--- src/rtl/a2d_spi_resp_if.sv ---
// rtl/a2d_spi_resp_if.sv - SPI link between the pot-reading initiator and the A2D responder
interface a2d_spi_resp_if;
  logic SS_n;
  logic SCLK;
  logic MOSI;
  logic MISO;

  modport master (
    output SS_n,
    output SCLK,
    output MOSI,
    input  MISO
  );

  modport slave (
    input  SS_n,
    input  SCLK,
    input  MOSI,
    output MISO
  );
endinterface

--- src/rtl/a2d_spi_resp.sv ---
// rtl/a2d_spi_resp.sv - SPI responder emulating an 8-channel 12-bit A2D with pipelined channel select
module a2d_spi_resp #(
  parameter int NUM_CH = 8,
  parameter int DATA_W = 12
) (
  input  logic                     clk,
  input  logic                     rst_n,
  a2d_spi_resp_if.slave            spi,
  input  logic [NUM_CH*DATA_W-1:0] ch_data,
  output logic [2:0]               cur_ch,
  output logic                     cmd_vld,
  output logic                     frame_err
);

  typedef enum logic [1:0] {
    IDLE  = 2'd0,
    SHIFT = 2'd1,
    DONE  = 2'd2
  } state_t;

  state_t state, state_nxt;

  logic ss_meta, ss_sync, ss_d;
  logic sclk_meta, sclk_sync, sclk_d;
  logic mosi_meta, mosi_sync;

  logic ss_fall, ss_rise, sclk_rise, sclk_fall;

  logic [4:0]  bit_cnt, bit_cnt_nxt;
  logic [15:0] tx_shift, tx_nxt;
  // Only the last 14 received bits are kept: after 16 shifts bits [13:11]
  // still hold frame bits 2..4, and the two leading bits are never used.
  logic [13:0] rx_shift, rx_nxt;
  logic [2:0]  cur_ch_nxt;
  logic        cmd_pend, cmd_pend_nxt;
  logic        cmd_vld_nxt, frame_err_nxt;
  logic [DATA_W-1:0] sel_data;

  // Two-flop synchronizers plus a third flop for edge detection on SS_n/SCLK
  always_ff @(posedge clk) begin
    if (!rst_n) begin
      ss_meta   <= 1'b1;
      ss_sync   <= 1'b1;
      ss_d      <= 1'b1;
      sclk_meta <= 1'b1;
      sclk_sync <= 1'b1;
      sclk_d    <= 1'b1;
      mosi_meta <= 1'b0;
      mosi_sync <= 1'b0;
    end else begin
      ss_meta   <= spi.SS_n;
      ss_sync   <= ss_meta;
      ss_d      <= ss_sync;
      sclk_meta <= spi.SCLK;
      sclk_sync <= sclk_meta;
      sclk_d    <= sclk_sync;
      mosi_meta <= spi.MOSI;
      mosi_sync <= mosi_meta;
    end
  end

  assign ss_fall   = ss_d & ~ss_sync;
  assign ss_rise   = ~ss_d & ss_sync;
  assign sclk_rise = ~sclk_d & sclk_sync;
  assign sclk_fall = sclk_d & ~sclk_sync;

  // Channel mux; addresses with no matching channel read as zero
  always_comb begin
    sel_data = '0;
    for (int k = 0; k < NUM_CH; k++) begin
      if (cur_ch == 3'(k)) sel_data = ch_data[k*DATA_W +: DATA_W];
    end
  end

  // State register
  always_ff @(posedge clk) begin
    if (!rst_n) state <= IDLE;
    else        state <= state_nxt;
  end

  // Next-state and datapath decisions for the frame protocol
  always_comb begin
    state_nxt     = state;
    bit_cnt_nxt   = bit_cnt;
    tx_nxt        = tx_shift;
    rx_nxt        = rx_shift;
    cur_ch_nxt    = cur_ch;
    cmd_pend_nxt  = cmd_pend;
    cmd_vld_nxt   = 1'b0;
    frame_err_nxt = 1'b0;

    case (state)
      IDLE: begin
        if (ss_fall) begin
          // Snapshot taken here; later ch_data changes do not affect this frame
          tx_nxt      = 16'(sel_data);
          bit_cnt_nxt = 5'd0;
          state_nxt   = SHIFT;
        end
      end

      SHIFT: begin
        if (sclk_rise && bit_cnt == 5'd15) begin
          // 16th edge completes the frame even if SS_n rises in the same clk
          rx_nxt       = {rx_shift[12:0], mosi_sync};
          bit_cnt_nxt  = 5'd16;
          cmd_pend_nxt = 1'b1;
          state_nxt    = DONE;
        end else if (ss_rise) begin
          frame_err_nxt = (bit_cnt != 5'd0) || sclk_rise;
          bit_cnt_nxt   = 5'd0;
          state_nxt     = IDLE;
        end else if (sclk_rise) begin
          rx_nxt      = {rx_shift[12:0], mosi_sync};
          bit_cnt_nxt = bit_cnt + 5'd1;
        end else if (sclk_fall && bit_cnt != 5'd0) begin
          // The falling edge ahead of the first rising edge leaves bit 15 in place
          tx_nxt = {tx_shift[14:0], 1'b0};
        end
      end

      DONE: begin
        if (cmd_pend) begin
          cur_ch_nxt   = rx_shift[13:11];
          cmd_vld_nxt  = 1'b1;
          cmd_pend_nxt = 1'b0;
        end else if (ss_sync) begin
          bit_cnt_nxt = 5'd0;
          state_nxt   = IDLE;
        end
      end

      default: begin
        state_nxt = IDLE;
      end
    endcase
  end

  // Datapath and pulse registers
  always_ff @(posedge clk) begin
    if (!rst_n) begin
      bit_cnt   <= 5'd0;
      tx_shift  <= 16'd0;
      rx_shift  <= 14'd0;
      cur_ch    <= 3'd0;
      cmd_pend  <= 1'b0;
      cmd_vld   <= 1'b0;
      frame_err <= 1'b0;
    end else begin
      bit_cnt   <= bit_cnt_nxt;
      tx_shift  <= tx_nxt;
      rx_shift  <= rx_nxt;
      cur_ch    <= cur_ch_nxt;
      cmd_pend  <= cmd_pend_nxt;
      cmd_vld   <= cmd_vld_nxt;
      frame_err <= frame_err_nxt;
    end
  end

  assign spi.MISO = (state == SHIFT && !ss_sync) ? tx_shift[15] : 1'b0;

endmodule

--- src/flat_wrapper.sv ---
// flat-port wrapper written by rule: the top's interface ports become plain ports
module a2d_spi_resp_flat 
#(
  parameter int NUM_CH = 8,
  parameter int DATA_W = 12
)
  (clk, rst_n, ch_data, cur_ch, cmd_vld, frame_err, spi_SS_n, spi_SCLK, spi_MOSI, spi_MISO);
  a2d_spi_resp_if spi_i ();
  input  logic clk;
  input  logic rst_n;
  input  logic [NUM_CH*DATA_W-1:0] ch_data;
  output logic [2:0] cur_ch;
  output logic cmd_vld;
  output logic frame_err;
  input wire logic [$bits(spi_i.SS_n)-1:0] spi_SS_n;
  input wire logic [$bits(spi_i.SCLK)-1:0] spi_SCLK;
  input wire logic [$bits(spi_i.MOSI)-1:0] spi_MOSI;
  output wire logic [$bits(spi_i.MISO)-1:0] spi_MISO;
  assign spi_i.SS_n = spi_SS_n;
  assign spi_i.SCLK = spi_SCLK;
  assign spi_i.MOSI = spi_MOSI;
  assign spi_MISO = spi_i.MISO;
  a2d_spi_resp #(.NUM_CH(NUM_CH), .DATA_W(DATA_W)) u_core (.clk(clk), .rst_n(rst_n), .spi(spi_i), .ch_data(ch_data), .cur_ch(cur_ch), .cmd_vld(cmd_vld), .frame_err(frame_err));
endmodule
--- config.mk ---
export PLATFORM = sky130hd
export DESIGN_NAME = a2d_spi_resp_flat
export DESIGN_NICKNAME = d
export VERILOG_FILES = /design/src/rtl/a2d_spi_resp_if.sv /design/src/rtl/a2d_spi_resp.sv /design/src/flat_wrapper.sv
export SDC_FILE = /design/constraint.sdc
export NUM_CORES = 1
export LEC_CHECK = 0
export ABC_AREA = 0
export CAP_MARGIN = 5
export CELL_PAD_IN_SITES_DETAIL_PLACEMENT = 1
export CELL_PAD_IN_SITES_GLOBAL_PLACEMENT = 1
export CORE_UTILIZATION = 25
export CTS_CLUSTER_DIAMETER = 50
export DETAILED_ROUTE_END_ITERATION = 12
export PLACE_DENSITY = 0.67
export SETUP_SLACK_MARGIN = 0.02
export SLEW_MARGIN = 20
export SYNTH_ARGS = -nofsm -noshare
export SYNTH_HDL_FRONTEND = slang
export SYNTH_SLANG_ARGS = --single-unit
--- constraint.sdc ---
create_clock -name clk -period 4.2 [get_ports clk]
set_clock_uncertainty 0.05 [all_clocks]
set_input_delay 1.26 -clock clk [delete_from_list [all_inputs] [get_ports clk]]
set_output_delay 1.26 -clock clk [all_outputs]
set_load 0.05 [all_outputs]
==> results.txt <==
----------------------------------------------------
[Worst setup path]
  Worst setup path category ... reg2out
  Maximum fanout count along the critical path ... 5
  Slowest-stage cell, CP ... clkdlybuf4s50_1
  Slowest cell delay on critical path ... 870 ps
  CP Data Required Time ... 2890 ps
  Buffers plus inverters on the worst setup path ... 1
  Top delay family on crit path ... buffers and inverters
  Data arrival time at the worst-slack endpoint ... approximately 2000 ps
  Worst Setup Start Kind ... register
  CP cell instances ... nand2b_1 -> nor3b_1 -> clkdlybuf4s50_1
  Critical path capture point type ... output port

[Yosys]
  Fraction of the mapped netlist area in simple logic gates ... about 17%
  Dominant combinational cell family by area after synthesis ... compound AO/OA/AOI/OAI gates
  Fraction of the mapped netlist area in compound gates ... 27.3%
  Post-synthesis adder-cell area fraction ... ~1.2%
  Leading register cell type out of synthesis ... dfxtp_1
  Mapped Avg Cell Area ... approximately 9.3 um^2
  Mux share of post-synthesis cell area ... 16.0%
  Area of the mapped netlist ... 0.00310 mm^2
  Sequential-to-total area share from yosys stat ... around a third
  Number of flops mapped to enable cells by yosys ... 0
  Ys Warns ... 0
  XOR/XNOR Fraction of Synth Area ... 0%
  Net count after synthesis ... around 440
  Library cells used by synthesis ... 52
  Count of mapped cells out of synthesis ... 333
  Post-synthesis async set-or-reset flop share ... 0%
  Synth Register Bits ... 51

[Drt]
  Vias ... 2893
  Antenna viol nets, final ... 0
  Detail-routed via count per cell ... roughly 4.9
  Residual DRC ... 0
  First-pass detailed-route iteration total ... 4
  Detailed-route wire length per cell ... 16.1 um
  Total wire length ... 9560 um
  Number of DRC markers in iteration 0 ... roughly 110

[Global route]
  Antenna violations before repair ... 0
  Grt ovf ... 0
  Vias in the first global route ... 2967
  First-pass GRT wire length ... ~15000 um
  Largest net degree at the start of global routing ... 56
  GRT Total Usage ... 14.9%

[Power and ir drop]
  Total power divided by cell area ... approximately 260 mW/mm^2
  Leakage power ... 1.54 nW
  IR drop worst, VDD ... 0.163 mV

[Die]
  Std cell rows ... 40
  Die extent in x ... 113 um
  Io pins ... 107
  Core outline area ... approximately 0.012 mm^2
  Die span in y ... 113 um
  Starting density of the core ... 25.7%
  Die area ... 0.0129 mm^2

[STA]
  Number of setup violations in the final report ... 0
  Sum of negative setup slack ... 0 ps
  Max Slew Vio Count ... 0
  Measured slew at the worst slew-check pin ... 952 ps
  Max frequency ... 307 MHz
  Period Utilization, post-route ... around 78%
  Minimum period implied by the final worst setup slack ... approximately 3300 ps
  Max transition margin ... 36.3%
  Number of failing hold endpoints at the final stage ... 0
  RSZ-0062 raised after global routing ... false

[Cells and area]
  Final instance area ... around 0.0044 mm^2
  Antenna diode instance count ... 0
  Synth-to-layout area growth ... 43.3%
  FILL cells ... ~1400
  # nets final ... 530
  Fraction of final layout cells with drive strength greater than 1 ... 10.1%

[Clocking]
  Clock Root Buffer ... clkbuf_16
  CTS tree ... yes
  Clock buffer depth ... 2
  CTS H-tree depth ... 2
  Hold_buf cts ... 0
  Setup fix buffers added after clock tree synthesis ... 0
  Cts bufs inserted ... 5
  Post-CTS sizing ... 0
  Clk pin slew, worst setup/hold paths ... 70 ps
  Latest clock arrival within the worst-skew pair ... around 290 ps
  Clock Sink Count ... 51

[Place]
  Number of buffers inserted by port buffering ... 106
  Placed wire-length estimate ... about 7000 um
  Final weighted congestion in routability-driven placement ... 0.776
  Placement-stage cell area ... 0.00427 mm^2

[Flow run]
  Number of violations of the max-capacitance limit ... 0

[Min path]
  Worst min-delay path class ... reg2reg

[Status]
  Run status ... finished, final reports clean

----------------------------------------------------
cell type report:
type	instances	area (um^2)	area share, %
flip-flops and latches	51	1020	23.0
clock inverters	3	46.3	1.04
multi-input cells	248	1910	42.9
inverters	9	33.8	0.760
repair buffers	111	1100	24.7
clock buffers	5	125	2.82
well taps	168	210	4.73
routing by layer:
layer  vias up  track usage, %  wire length [um]
li1       1427               -                 -
met1      1371            19.9              4580
met5         -               0                 0
met4         0            2.63                35
met2        93            25.6              4380
met3         2            2.52               573
worst register-to-register path, cell delays in order, from the launching register on:
cell	delay, ps
dfxtp_1	390
and2b_2	470
nand2_1	230
o41ai_4	730
nand3_1	160
a21boi_0	200
per-stage QoR:
stage / hold slack [ps] / worst slack, ps / power, W / util [%] / instances
6_report: 355 / 944 / 0.00115 / 36.8 / 595
5_1_grt: 382 / 875 / 0.00119 / 36.8 / 595
4_1_cts: 355 / 936 / 0.00116 / 36.8 / 595
3_5_place_dp: 346 / 1270 / 0.000693 / 35.4 / 587
3_3_place_gp: 339 / 1230 / 0.000690 / 35.4 / 587
2_1_floorplan: 336 / 957 / 0.000579 / - / 333
kinds of logic after synthesis:
family                     count (synthesis)
AOI/OAI and AO/OA                        108
adders and majority gates                  3
buffers and inverters                     34
DFF                                       51
muxes                                     48
and+or+nand+nor                           89
cell usage after synthesis, types with 2 or more instances:
master	instances	area share [%]
a21boi_0	9	2.2
a21boi_1	2	0.48
a21o_1	10	2.4
a21oi_1	14	2.3
a221oi_1	5	1.4
a221oi_2	5	2.4
and2_1	2	0.40
and2b_2	2	0.57
and3_1	2	0.40
buf_1	2	0.24
buf_2	6	0.97
buf_4	4	0.97
buf_6	3	1.1
clkbuf_1	10	1.2
dfxtp_1	51	33
ha_1	3	1.2
inv_1	9	1.1
mux2_2	12	4.4
mux2i_1	36	12
nand2_1	19	2.3
nand2b_1	9	1.8
nand3_1	13	2.1
nor2_1	3	0.36
nor2b_1	25	5.0
o211ai_1	2	0.48
o21a_1	2	0.48
o21ai_0	13	2.1
o221ai_1	12	3.4
o22ai_1	13	2.6
o2bb2ai_1	11	3.1
or2b_1	3	0.73
where the power goes:
part / switching, W / internal [W] / leakage [nW]
clock: 0.000183 / 0.000283 / 0.0804
sequential: 0.00000835 / 0.000494 / 0.414
combinational: 0.0000619 / 0.000117 / 1.04
total: 0.000253 / 0.000894 / 1.54
cell usage in the layout, fill, tap and decap left out, drive strengths merged, types with 9 or more instances in the layout:
cell type / n
o221ai: 12
a21o: 10
a21boi: 11
inv: 10
a221oi: 10
a21oi: 14
nor2b: 25
o2bb2ai: 11
nand3: 13
dfxtp: 51
nand2: 20
mux2i: 36
o22ai: 13
nand2b: 9
clkdlybuf4s50: 106
mux2: 12
o21ai: 14
state kept, by name, indices dropped and copies added, names as in the netlist:
register	count
u_core.ss_sync	1
u_core.sclk_d	1
u_core.sclk_sync	1
u_core.mosi_sync	1
u_core.cur_ch	3
u_core.ss_meta	1
u_core.cmd_pend	1
u_core.bit_cnt	5
u_core.tx_shift	16
u_core.ss_d	1
u_core.cmd_vld	1
u_core.frame_err	1
u_core.state	2
u_core.sclk_meta	1
u_core.rx_shift	14
u_core.mosi_meta	1
worst paths after layout:
kind | end | start | cells past startpoint | slack [ps]
max | spi_MISO | u_core.state[1] | 3 | 940
min | u_core.ss_sync | u_core.ss_meta | 1 | 360
min reg2reg | u_core.ss_sync | u_core.ss_meta | 1 | 360
max reg2reg | u_core.tx_shift[12] | u_core.state[0] | 5 | 1890
No activity file was read; power rests on OpenSTA's default activity.
==> RTL change (config.mk and constraints unchanged) <==
The output `frame_err` loses its register stage (`frame_err` becomes a continuous assignment).
--- a/src/rtl/a2d_spi_resp.sv
+++ b/src/rtl/a2d_spi_resp.sv
@@ -147,3 +147,2 @@
       cmd_vld   <= 1'b0;
-      frame_err <= 1'b0;
     end else begin
@@ -155,5 +154,6 @@
       cmd_vld   <= cmd_vld_nxt;
-      frame_err <= frame_err_nxt;
     end
   end
+
+  assign frame_err = frame_err_nxt;
 
Formal check against the unedited RTL: not equivalent (a bounded check fails within 4 cycles, from zero or initial values and one cycle with rst_n low).
==> RTL change against the original RTL <==
  * Final area down 4.9%
  * Power down 8.0%
  * Cell count down 4.5%
  * Critical endpoint is now frame_err
  * Sequential cell count down 1
  * Sequential share of layout area up 0.69 points
  * Via count down 2.4%
  * Wire length down 6.2%
  * Setup slack worse by 0.77 ns
  * Area after synthesis down 6.4%
  * Register-to-register slack worse by 0.07 ns
  * Sequential power down 2%
  * Maximum frequency down 19%
  * Largest cell class unchanged
==> RTL change: results (changes against the original RTL) <==
Status
  • Status: completed

Layout
  • Storage cell area: 1000 um2 (-2.1%)
  • Buffers, non-clock: 115 (+3.6%)
  • Layout cells sized above 1: 0.0631 (-0.0376)
  • Final nets: 531 (+0.19%)
  • Fillers: 1286 (-7.4%)
  • NonClk Buf Share: 0.267 (+0.0199)

Place
  • Dpl ws: 0.465 ns (-0.803 ns)
  • Cell count after placement: 560 (-4.6%)
  • Post-detail-place hpwl: 7090 um (+0.54%)
  • GPL Wtd Cong: 0.759 (-2.2%)

Worst setup path
  • Critical path fanouts, max: 4 (-1)
  • Critical path startpoint: u_core.bit_cnt[0]
  • Worst endpoint data arrival time: 2.72 ns (+0.77 ns)
  • R2r worst-path depth: 6 (+1)
  • Crit path to: frame_err

Detailed routing
  • Vias: 2825 (-2.4%)
  • DRT iter0 DRCs: 97 (-8.5%)
  • Vias per cell: 4.97 (+2.3%)

Synthesis
  • Largest cells by area after synthesis: dfxtp_1, mux2i_1, o21ai_0
  • Synth Instances: 332 (-0.30%)
  • Adder-Cell Fraction of Synth Area: 0.0129 (+0.000830)
  • Most frequent cells after synthesis: dfxtp_1, mux2i_1, nand2_1, o21ai_0, nor2b_1
  • Mux share of post-synthesis cell area: 0.132 (-0.0279)
  • Synth Area in Compound Gates: 0.238 (-0.0348)
  • Syn_nets: 436 (-0.23%)
  • #FFs+latches synth: 50 (-2.0%)

Floorplan
  • Core area: 11100 um2 (-8.2%)

Min path
  • WHS Endpoint: u_core.sclk_sync

Global routing
  • Vias in the first global route: 2906 (-2.1%)
  • First-pass GRT wire length: 14200 um (-8.2%)

STA
  • Final worst-path cycle share: 0.960 (+0.184)
==> RTL change: cell count changes after synthesis, moves of 7 or more <==
cell / delta
nand2_1: +9
o22ai_1: -13
a2111oi_0: +7
a211oi_1: +8
o2bb2ai_1: -11
a21o_1: -9
o31ai_1: +11
o21ai_0: +15
o221ai_1: -12
a32oi_1: +7
mux2_2: -12
==> RTL change: cells by family after synthesis <==
group | Yosys count
compound gates | 99
xor+xnor | 2
fa+ha+maj | 3
buf+inv | 34
flops | 50
mux | 35
simple gates | 109
==> RTL change: report_power, final <==
| group | internal (mW) | switching [mW] | leakage (nW) | total (mW) |
|---|---|---|---|---|
| clock network | 0.221 | 0.177 | 0.0698 | 0.398 |
| logic | 0.113 | 0.0541 | 0.911 | 0.167 |
| registers | 0.484 | 0.00643 | 0.405 | 0.490 |
==> RTL change: metal layers <==
layer  wire length [um]  vias up  track usage
met3                328       11       0.0267
met5                  0        -            0
met1               3870     1349        0.188
li1                   -     1411            -
met4                140        0       0.0410
met2               4630       54        0.266
